## src/rtl/color_bbox_detect.sv

```systemverilog
// color_bbox_detect: per-frame RGB-window blob bounding-box extractor.
// Tracks min/max column/row of matching pixels and publishes them at each vsync.
module color_bbox_detect #(
  parameter int    HOR_RESOLUTION = 1366,
  parameter int    VER_RESOLUTION = 768,
  parameter string HSYNC_POL      = "NEGATIVE",
  parameter string VSYNC_POL      = "NEGATIVE",
  parameter int    MIN_PIXELS     = 16
) (
  input  logic        pixel_clock_i,
  input  logic        rst_i,
  input  logic        vsync_i,
  input  logic        hsync_i,
  input  logic        data_valid_i,
  input  logic [7:0]  data_r_i,
  input  logic [7:0]  data_g_i,
  input  logic [7:0]  data_b_i,
  input  logic [7:0]  r_min_i,
  input  logic [7:0]  r_max_i,
  input  logic [7:0]  g_min_i,
  input  logic [7:0]  g_max_i,
  input  logic [7:0]  b_min_i,
  input  logic [7:0]  b_max_i,
  output logic [11:0] bbox_x_min_o,
  output logic [11:0] bbox_x_max_o,
  output logic [11:0] bbox_y_min_o,
  output logic [11:0] bbox_y_max_o,
  output logic [21:0] pix_cnt_o,
  output logic        bbox_valid_o,
  output logic        frame_err_o,
  output logic        frame_done_o
);

  localparam logic [11:0] HOR_W   = 12'(HOR_RESOLUTION);
  localparam logic [11:0] VER_W   = 12'(VER_RESOLUTION);
  localparam logic [21:0] MIN_W   = 22'(MIN_PIXELS);
  localparam logic [11:0] XY_MAX  = 12'hFFF;
  localparam logic [21:0] CNT_MAX = 22'h3FFFFF;
  localparam bit          VS_POS  = (VSYNC_POL == "POSITIVE");
  localparam bit          HS_POS  = (HSYNC_POL == "POSITIVE");

  typedef enum logic {
    ST_IDLE,
    ST_ACTIVE
  } state_t;

  state_t      r_state;

  // S1 input stage
  logic        r_vs_s1;
  logic        r_vs_d;
  logic        r_dv_s1;
  logic        r_dv_d;
  logic [7:0]  r_r_s1;
  logic [7:0]  r_g_s1;
  logic [7:0]  r_b_s1;

  logic [7:0]  r_rmin;
  logic [7:0]  r_rmax;
  logic [7:0]  r_gmin;
  logic [7:0]  r_gmax;
  logic [7:0]  r_bmin;
  logic [7:0]  r_bmax;

  logic [11:0] r_x;
  logic [11:0] r_y;
  logic [11:0] r_x0;
  logic [11:0] r_x1;
  logic [11:0] r_y0;
  logic [11:0] r_y1;
  logic [21:0] r_cnt;
  logic        r_any;
  logic        r_err;

  logic        w_vs_act;
  logic        w_fe;
  logic        w_line_end;
  logic        w_match;
  logic [7:0]  w_rmin;
  logic [7:0]  w_rmax;
  logic [7:0]  w_gmin;
  logic [7:0]  w_gmax;
  logic [7:0]  w_bmin;
  logic [7:0]  w_bmax;
  logic        w_unused_hs;

  // hsync is accepted for interface symmetry only
  assign w_unused_hs = hsync_i ^ HS_POS;

  assign w_vs_act   = VS_POS ? vsync_i : ~vsync_i;
  assign w_fe       = r_vs_s1 & ~r_vs_d;
  assign w_line_end = r_dv_d & ~r_dv_s1;

  // A pixel coincident with FE belongs to the new frame and its window
  assign w_rmin = w_fe ? r_min_i : r_rmin;
  assign w_rmax = w_fe ? r_max_i : r_rmax;
  assign w_gmin = w_fe ? g_min_i : r_gmin;
  assign w_gmax = w_fe ? g_max_i : r_gmax;
  assign w_bmin = w_fe ? b_min_i : r_bmin;
  assign w_bmax = w_fe ? b_max_i : r_bmax;

  assign w_match = r_dv_s1 &&
    (r_r_s1 >= w_rmin) && (r_r_s1 <= w_rmax) &&
    (r_g_s1 >= w_gmin) && (r_g_s1 <= w_gmax) &&
    (r_b_s1 >= w_bmin) && (r_b_s1 <= w_bmax);

  always_ff @(posedge pixel_clock_i) begin
    if (rst_i) begin
      r_vs_s1 <= 1'b0;
      r_vs_d  <= 1'b0;
      r_dv_s1 <= 1'b0;
      r_dv_d  <= 1'b0;
      r_r_s1  <= '0;
      r_g_s1  <= '0;
      r_b_s1  <= '0;
    end else begin
      r_vs_s1 <= w_vs_act;
      r_vs_d  <= r_vs_s1;
      r_dv_s1 <= data_valid_i;
      r_dv_d  <= r_dv_s1;
      r_r_s1  <= data_r_i;
      r_g_s1  <= data_g_i;
      r_b_s1  <= data_b_i;
    end
  end

  always_ff @(posedge pixel_clock_i) begin
    if (rst_i) begin
      r_state      <= ST_IDLE;
      r_rmin       <= '0;
      r_rmax       <= '0;
      r_gmin       <= '0;
      r_gmax       <= '0;
      r_bmin       <= '0;
      r_bmax       <= '0;
      r_x          <= '0;
      r_y          <= '0;
      r_x0         <= '0;
      r_x1         <= '0;
      r_y0         <= '0;
      r_y1         <= '0;
      r_cnt        <= '0;
      r_any        <= 1'b0;
      r_err        <= 1'b0;
      bbox_x_min_o <= '0;
      bbox_x_max_o <= '0;
      bbox_y_min_o <= '0;
      bbox_y_max_o <= '0;
      pix_cnt_o    <= '0;
      bbox_valid_o <= 1'b0;
      frame_err_o  <= 1'b0;
      frame_done_o <= 1'b0;
    end else begin
      frame_done_o <= 1'b0;
      if (w_fe) begin
        r_rmin <= r_min_i;
        r_rmax <= r_max_i;
        r_gmin <= g_min_i;
        r_gmax <= g_max_i;
        r_bmin <= b_min_i;
        r_bmax <= b_max_i;
        if (r_state == ST_ACTIVE) begin
          bbox_x_min_o <= r_x0;
          bbox_x_max_o <= r_x1;
          bbox_y_min_o <= r_y0;
          bbox_y_max_o <= r_y1;
          pix_cnt_o    <= r_cnt;
          bbox_valid_o <= r_any && (r_cnt >= MIN_W);
          frame_err_o  <= r_err || (r_y != VER_W);
          frame_done_o <= 1'b1;
        end
        r_state <= ST_ACTIVE;
        r_x     <= r_dv_s1 ? 12'd1 : 12'd0;
        r_y     <= '0;
        r_x0    <= '0;
        r_x1    <= '0;
        r_y0    <= '0;
        r_y1    <= '0;
        r_cnt   <= {21'd0, w_match};
        r_any   <= w_match;
        r_err   <= 1'b0;
      end else if (r_dv_s1) begin
        if (r_x != XY_MAX) r_x <= r_x + 12'd1;
        if (w_match) begin
          if (r_cnt != CNT_MAX) r_cnt <= r_cnt + 22'd1;
          r_any <= 1'b1;
          if (!r_any) begin
            r_x0 <= r_x;
            r_x1 <= r_x;
            r_y0 <= r_y;
            r_y1 <= r_y;
          end else begin
            if (r_x < r_x0) r_x0 <= r_x;
            if (r_x > r_x1) r_x1 <= r_x;
            if (r_y < r_y0) r_y0 <= r_y;
            if (r_y > r_y1) r_y1 <= r_y;
          end
        end
      end else if (w_line_end) begin
        r_x <= '0;
        if (r_y != XY_MAX) r_y <= r_y + 12'd1;
        if (r_x != HOR_W) r_err <= 1'b1;
      end
    end
  end

endmodule

```

## config.mk

```make
export PLATFORM = sky130hd
export DESIGN_NAME = color_bbox_detect
export DESIGN_NICKNAME = d
export VERILOG_FILES = /design/src/rtl/color_bbox_detect.sv
export SDC_FILE = /design/constraint.sdc
export NUM_CORES = 1
export LEC_CHECK = 0
export ABC_AREA = 1
export BUFFER_PORTS_ARGS = -buffer_cell sky130_fd_sc_hd__clkbuf_2
export CELL_PAD_IN_SITES_DETAIL_PLACEMENT = 2
export CELL_PAD_IN_SITES_GLOBAL_PLACEMENT = 2
export CORE_MARGIN = 10
export CORE_UTILIZATION = 30
export CTS_CLUSTER_SIZE = 10
export DETAILED_ROUTE_END_ITERATION = 6
export GPL_TIMING_DRIVEN = 0
export PLACE_DENSITY_LB_ADDON = 0.1
export RECOVER_POWER = 25
export SLEW_MARGIN = 20
export SYNTH_ARGS = -nofsm -noshare
export SYNTH_HDL_FRONTEND = slang
export SYNTH_SLANG_ARGS = --single-unit
```

## constraint.sdc

```tcl
create_clock -name pixel_clock_i -period 2.66 [get_ports pixel_clock_i]
set_clock_uncertainty 0.15 [all_clocks]
set_input_delay 0.399 -clock pixel_clock_i [delete_from_list [all_inputs] [get_ports pixel_clock_i]]
set_output_delay 0.399 -clock pixel_clock_i [all_outputs]
set_load 0.02 [all_outputs]
```

* After elaboration in Yosys (flattened, before gate mapping)
Index checks and enable logic that the tools add are counted. Widths: inputs -> output; s select.
Word-level totals: output and inout bits 73, flip-flop bits (word level) 246, input bits 77
Operators by class: add/sub/neg operators 3, reductions and logical operators 25, magnitude comparators 11, bitwise operators 6, eq/ne operators 10, mux-type cells 27
Operator list (count):
- $mux 12 | 12
- $mux 8 | 6
- $add 12x1->12 const B | 2
- $ge 8x8->1 | 3
- $gt 12x12->1 | 2
- $le 8x8->1 | 3
- $lt 12x12->1 | 2
- $ne 12x12->1 const B | 2
- $reduce_and 3->1 | 8
- $add 22x1->22 const B | 1
- $ge 22x5->1 const B | 1
- $ne 22x22->1 const B | 1
- $ne 12x10->1 const B | 1
- $ne 12x11->1 const B | 1
- $mux 1 | 9
- $ne 2x1->1 const B | 4
- $logic_and 1x1->1 | 7
- $reduce_and 2->1 | 3
- $reduce_bool 2->1 | 3
- $not 1->1 | 4
- $reduce_or 2->1 | 2
- $ne 3x1->1 const B | 1
- $reduce_bool 3->1 | 1
- $and 1x1->1 | 2
- $logic_or 1x1->1 | 1

* Logic depth before layout (Yosys ltp)
depth after elaboration 13, mapped depth 22, mapped depth without buffers 20

* Worst setup path before layout
OpenSTA, ideal clock, no wires.
path type register to register, start point register r_vs_s1, end point register r_y0[11], required time 2.397 ns, stages on the path, launching flop included 17, setup time 0.113 ns, clock period less this slack 2.875 ns, slack -0.215 ns, buffers on the path 3, arrival 2.612 ns, cell sequence dfxtp_1 -> inv_1 -> nor2_2 -> buf_2 -> buf_2 -> mux2i_1 -> ha_1 -> a21o_1 -> nor2_1 -> nand2_1 -> nand2_1 -> nand4_2 -> nor2_4 -> nand3_2 -> buf_2 -> nor2_1 -> nor2_1
On the way: cells in the longest elaborated chain, start to end 10, elaborated cells on any way between the ends 21, classes of those cells order compare (6); mux (6); bitwise (1); reduce/logical (8)
RTL lines:
- start: declaration | line 50 | logic r_vs_s1;
- start signal: assignment | line 117 | r_vs_s1 <= w_vs_act;
- $and 1x1->1 * | line 91 | assign w_fe = r_vs_s1 & ~r_vs_d;
- $mux 8
- $ge 8x8->1 | line 103 | (r_r_s1 >= w_rmin) && (r_r_s1 <= w_rmax) &&
- $logic_and 1x1->1 | line 102 | assign w_match = r_dv_s1 &&
- $logic_and 1x1->1 (2 in series) | line 103
- $logic_and 1x1->1 (2 in series) | line 104 | (r_g_s1 >= w_gmin) && (r_g_s1 <= w_gmax) &&
- $logic_and 1x1->1 | line 105 | (r_b_s1 >= w_bmin) && (r_b_s1 <= w_bmax);
- $reduce_and 3->1 (no line)
- end signal: assignment | line 190 | r_y0 <= r_y;
- end signal: assignment | line 195 | if (r_y < r_y0) r_y0 <= r_y;
- end: declaration | line 69 | logic [11:0] r_y0;
Every way passes the cells marked *; elsewhere a longest branch is shown, timed or not. A chain may end at the register's enable or synchronous reset.

* Worst setup path in the final report
start point register r_vs_s1, end point register r_y0[7]
Same word-level chain as after synthesis.

==> impl_results.md <==
* Most frequent standard cell in the layout excluding fill and tap cells: dfxtp_1
* Clock transition at the register clock pins on the worst setup and hold paths after CTS at 60 ps
* CTS tree: yes
* Maximum number of pins on one net before global-route repair at 16
* Share of cell area taken by muxes after synthesis at 3.56%
* Placed cell area at 0.0132 mm²
* Effective utilization at floorplan at 30.4%
* Static leakage power at 7.33 nW
* Worst hold slack after final layout at about 50 ps
* Count of buffers from port buffering at 147
* Worst path required time at 2980 ps
* Outcome: finished, violations left
* Die Width at 218 µm
* Drt first-iter violations at 488
* Critical-path maximum fanout at 7
* XOR/XNOR share of the synthesized area at 1.63%
* Grt ovf at 0
* Slack of the critical path at -479 ps
* Worst hold path type: input pin to flip-flop
* Synth Instances at 1548
* Synthesized net count at 1725
* Share of synthesized cell area in full adder, half adder and majority cells at 10.6%
* Headroom to the max-slew limit at 28.3%
* Non-Filler Cell Area, Final at 0.0164 mm²
* Kind of cell adding the most delay to the critical path: simple AND/OR/NAND/NOR gates
* Cell Chain, Critical Path: inv_2 -> nor2_4 -> buf_12 -> buf_12 -> buf_12 -> buf_6 -> mux2i_4 -> ha_4 -> a21oi_1 -> nor2_1 -> nor2_2 -> nand3_4 -> nand4_4 -> nor2_4 -> buf_12 -> nand3_4 -> buf_6 -> nand2_2 -> nand2_2 -> nor2_1
* Total detailed-routing wirelength at 50.0 mm
* Final Total Pwr at about 9 mW
* RePlAce Congestion at 0.808
* First-pass GRT wire length at 73.7 mm
* Overall die area at 0.0477 mm²
* Commonest cells after routing, fill and taps aside: dfxtp_1 (245), nor2_1 (226), nand2_1 (206), inv_1 (162), clkbuf_2 (148)
* Fmax at approximately 320 MHz
* CP peak stage delay at 320 ps
* Final period demand of the worst path at 3140 ps
* Clock Tree Root: clkbuf_16
* Routed via count divided by cell count at approximately 5
* Most used cell along the critical path: buf_12
* Global router's overall resource usage at 19.3%
* Antenna violations before repair at 2
* Sequential element share of the synthesized area at 41.7%
* DRC at 0
* Mean area per synthesized cell at 7.63 µm²
* Crit share post-route at 118%
* Core area at 0.0388 mm²
* Post-detailed-placement half-perimeter wirelength at 31.8 mm
* Signal arrival time at the worst endpoint at between 3000 and 4000 ps
* Vias at 11700
* Post-Route Utilization at 42.3%
* Highest ir drop seen on vdd at 459 µV
* Fraction of final layout cells with drive strength greater than 1 at a little under a quarter
* Number of nets still failing antenna checks after routing at 0
* Ys Warns at 0
* Failing checks: negative setup slack
* Number of pins exceeding their max-slew limit in the final report at 0
* Worst Path Buf+Inv at 7
* Area growth syn-to-layout at 38.9%
* Areal power density over the cells at 564 mW/mm²
* Final hold violation count at 0
* Summed instance area of the synthesized netlist at 0.0118 mm²
* Critical Path End Type: flip-flop
* Area fraction in and, or, nand and nor cells after synthesis at 22.9%
* Final Setup Violations at 71
* Vias in the first global route at 12900
* Ports placed on the boundary at 150
* Wire length per cell at approximately 21 µm
* Count of standard-cell rows at 72
* Post-synthesis cell type count at 40
* Clk_lat worst skew at 590 ps
* Startpoint types: flip-flop
* Buffers from clock root to sink, at most at 3
* Slew @ Worst Pin at about 1100 ps
* Die Ht at 218 µm
* Synth Area in Compound Gates at 11.5%
* Nets at 2014
* Number of cells in the design after placement at 2213
* Largest family of logic cells by synthesized area: simple AND/OR/NAND/NOR gates
* Sink count of the clock tree at 246
* Slowest stage cell on the critical path: dfxtp_2
* Unrepaired setup endpoints after global routing: true
* Flop and latch count out of synthesis at 246
* WS Path Type: flip-flop to flip-flop
* Inserted Clock Buffers at 31
* Final cell count without fillers at 2374
* Max_cap viols at 0
* Number of levels in the clock H-tree at 1
* Number of search-and-repair iterations in the first detailed-routing pass at 4
cells by family (layout without fill, tap and decap cells):
| family | Yosys count | in the layout |
|---|---|---|
| XOR/XNOR | 22 | 22 |
| flip-flops | 246 | 246 |
| multiplexers | 42 | 42 |
| AO/OA/AOI/OAI | 258 | 258 |
| other | 0 | 1 |
| adder cells (fa/ha/maj) | 100 | 100 |
| AND/OR/NAND/NOR | 638 | 638 |
| buffers and inverters | 242 | 549 |
sequential cells by signal, indices dropped and copies added, names as in the netlist, 12 cells and up:
signal / flops
pix_cnt_o: 22
r_cnt: 22
bbox_x_max_o: 12
bbox_x_min_o: 12
bbox_y_max_o: 12
bbox_y_min_o: 12
r_x0: 12
r_x1: 12
r_x: 12
r_y0: 12
r_y1: 12
r_y: 12
path summary, 6_finish.rpt:
| path | end | cells after the start | from | slack [ps] |
|---|---|---|---|---|
| worst min register to register | r_err | 2 | r_err | 310 |
| worst min-delay path | r_rmin[7] | 3 | r_min_i[7] | 50 |
| worst max register to register | r_y0[7] | 20 | r_vs_s1 | -480 |
| worst max-delay path | r_y0[7] | 20 | r_vs_s1 | -480 |
metal layers:
layer	part of all wire [%]	track usage, %	vias to the layer above
li1	-	-	5627
met1	44	23.7	5833
met2	51	34.6	168
met3	3.4	3.26	69
met4	2.1	4.03	2
met5	0.040	0	-
layout make-up:
type | instances | area, µm²
diodes | 1 | 2.50
plain buffers | 68 | 465
clock buffers | 47 | 926
clock inverters | 4 | 23.8
fillers | 4384 | 22400
inverters | 174 | 656
multi-input cells | 1060 | 6820
flip-flops and latches | 246 | 4930
well taps | 518 | 648
repair buffers | 256 | 1950
power breakdown:
part           total (mW)  internal (mW)  switching, mW  leakage (nW)
Clock                4.03           2.36           1.67         0.471
Combinational        1.35          0.559          0.791          4.86
Sequential           3.87           3.79         0.0814          2.00
Total                9.25           6.71           2.54          7.33
cell usage after synthesis, drive strengths merged:
library cell	number	area (µm²)
a211oi	1	12.5
a21boi	2	15.0
a21o	2	15.0
a21oi	137	686
a31oi	1	6.26
and2	1	6.26
buf	30	166
clkbuf	38	143
dfxtp	246	4920
ha	100	1250
inv	174	653
mux2i	42	420
nand2	272	1030
nand3	43	240
nand3b	2	15.0
nand4	42	275
nor2	248	951
nor3	17	111
nor3b	1	7.51
nor4	11	68.8
o2111ai	1	15.0
o211ai	5	37.5
o21a	5	37.5
o21ai	99	495
o21bai	2	15.0
o31ai	3	22.5
or2	1	6.26
xnor2	5	43.8
xor2	17	149
per-stage QoR:
step | setup TNS, ps | worst slack (ps)
6_report | -31170 | -479
2_1_floorplan | 0 | 8.23
3_3_place_gp | -66320 | -808
4_1_cts | -23550 | -365
5_1_grt | -40920 | -625
3_5_place_dp | -59360 | -887
worst register-to-register path, cell delays in order, from the launching register on:
cell	delay [ps]
dfxtp_2	320
inv_2	50
nor2_4	120
buf_12	140
buf_12	130
buf_12	140
buf_6	110
mux2i_4	260
ha_4	250
a21oi_1	200
nor2_1	90
nor2_2	170
nand3_4	130
nand4_4	110
nor2_4	50
buf_12	150
nand3_4	120
buf_6	160
nand2_2	60
nand2_2	50
nor2_1	60
repair_timing:
item | in CTS | in global routing
endpoints found under the setup margin | 82 | 71
setup buffers | 22 | 10
endpoints found under the hold margin | 66 | 1
pin swaps | 20 | 51
hold buffers | 66 | 1
gates cloned | 9 | 2
resized for setup | 123 | 129
No activity file was read; power rests on OpenSTA's default activity.
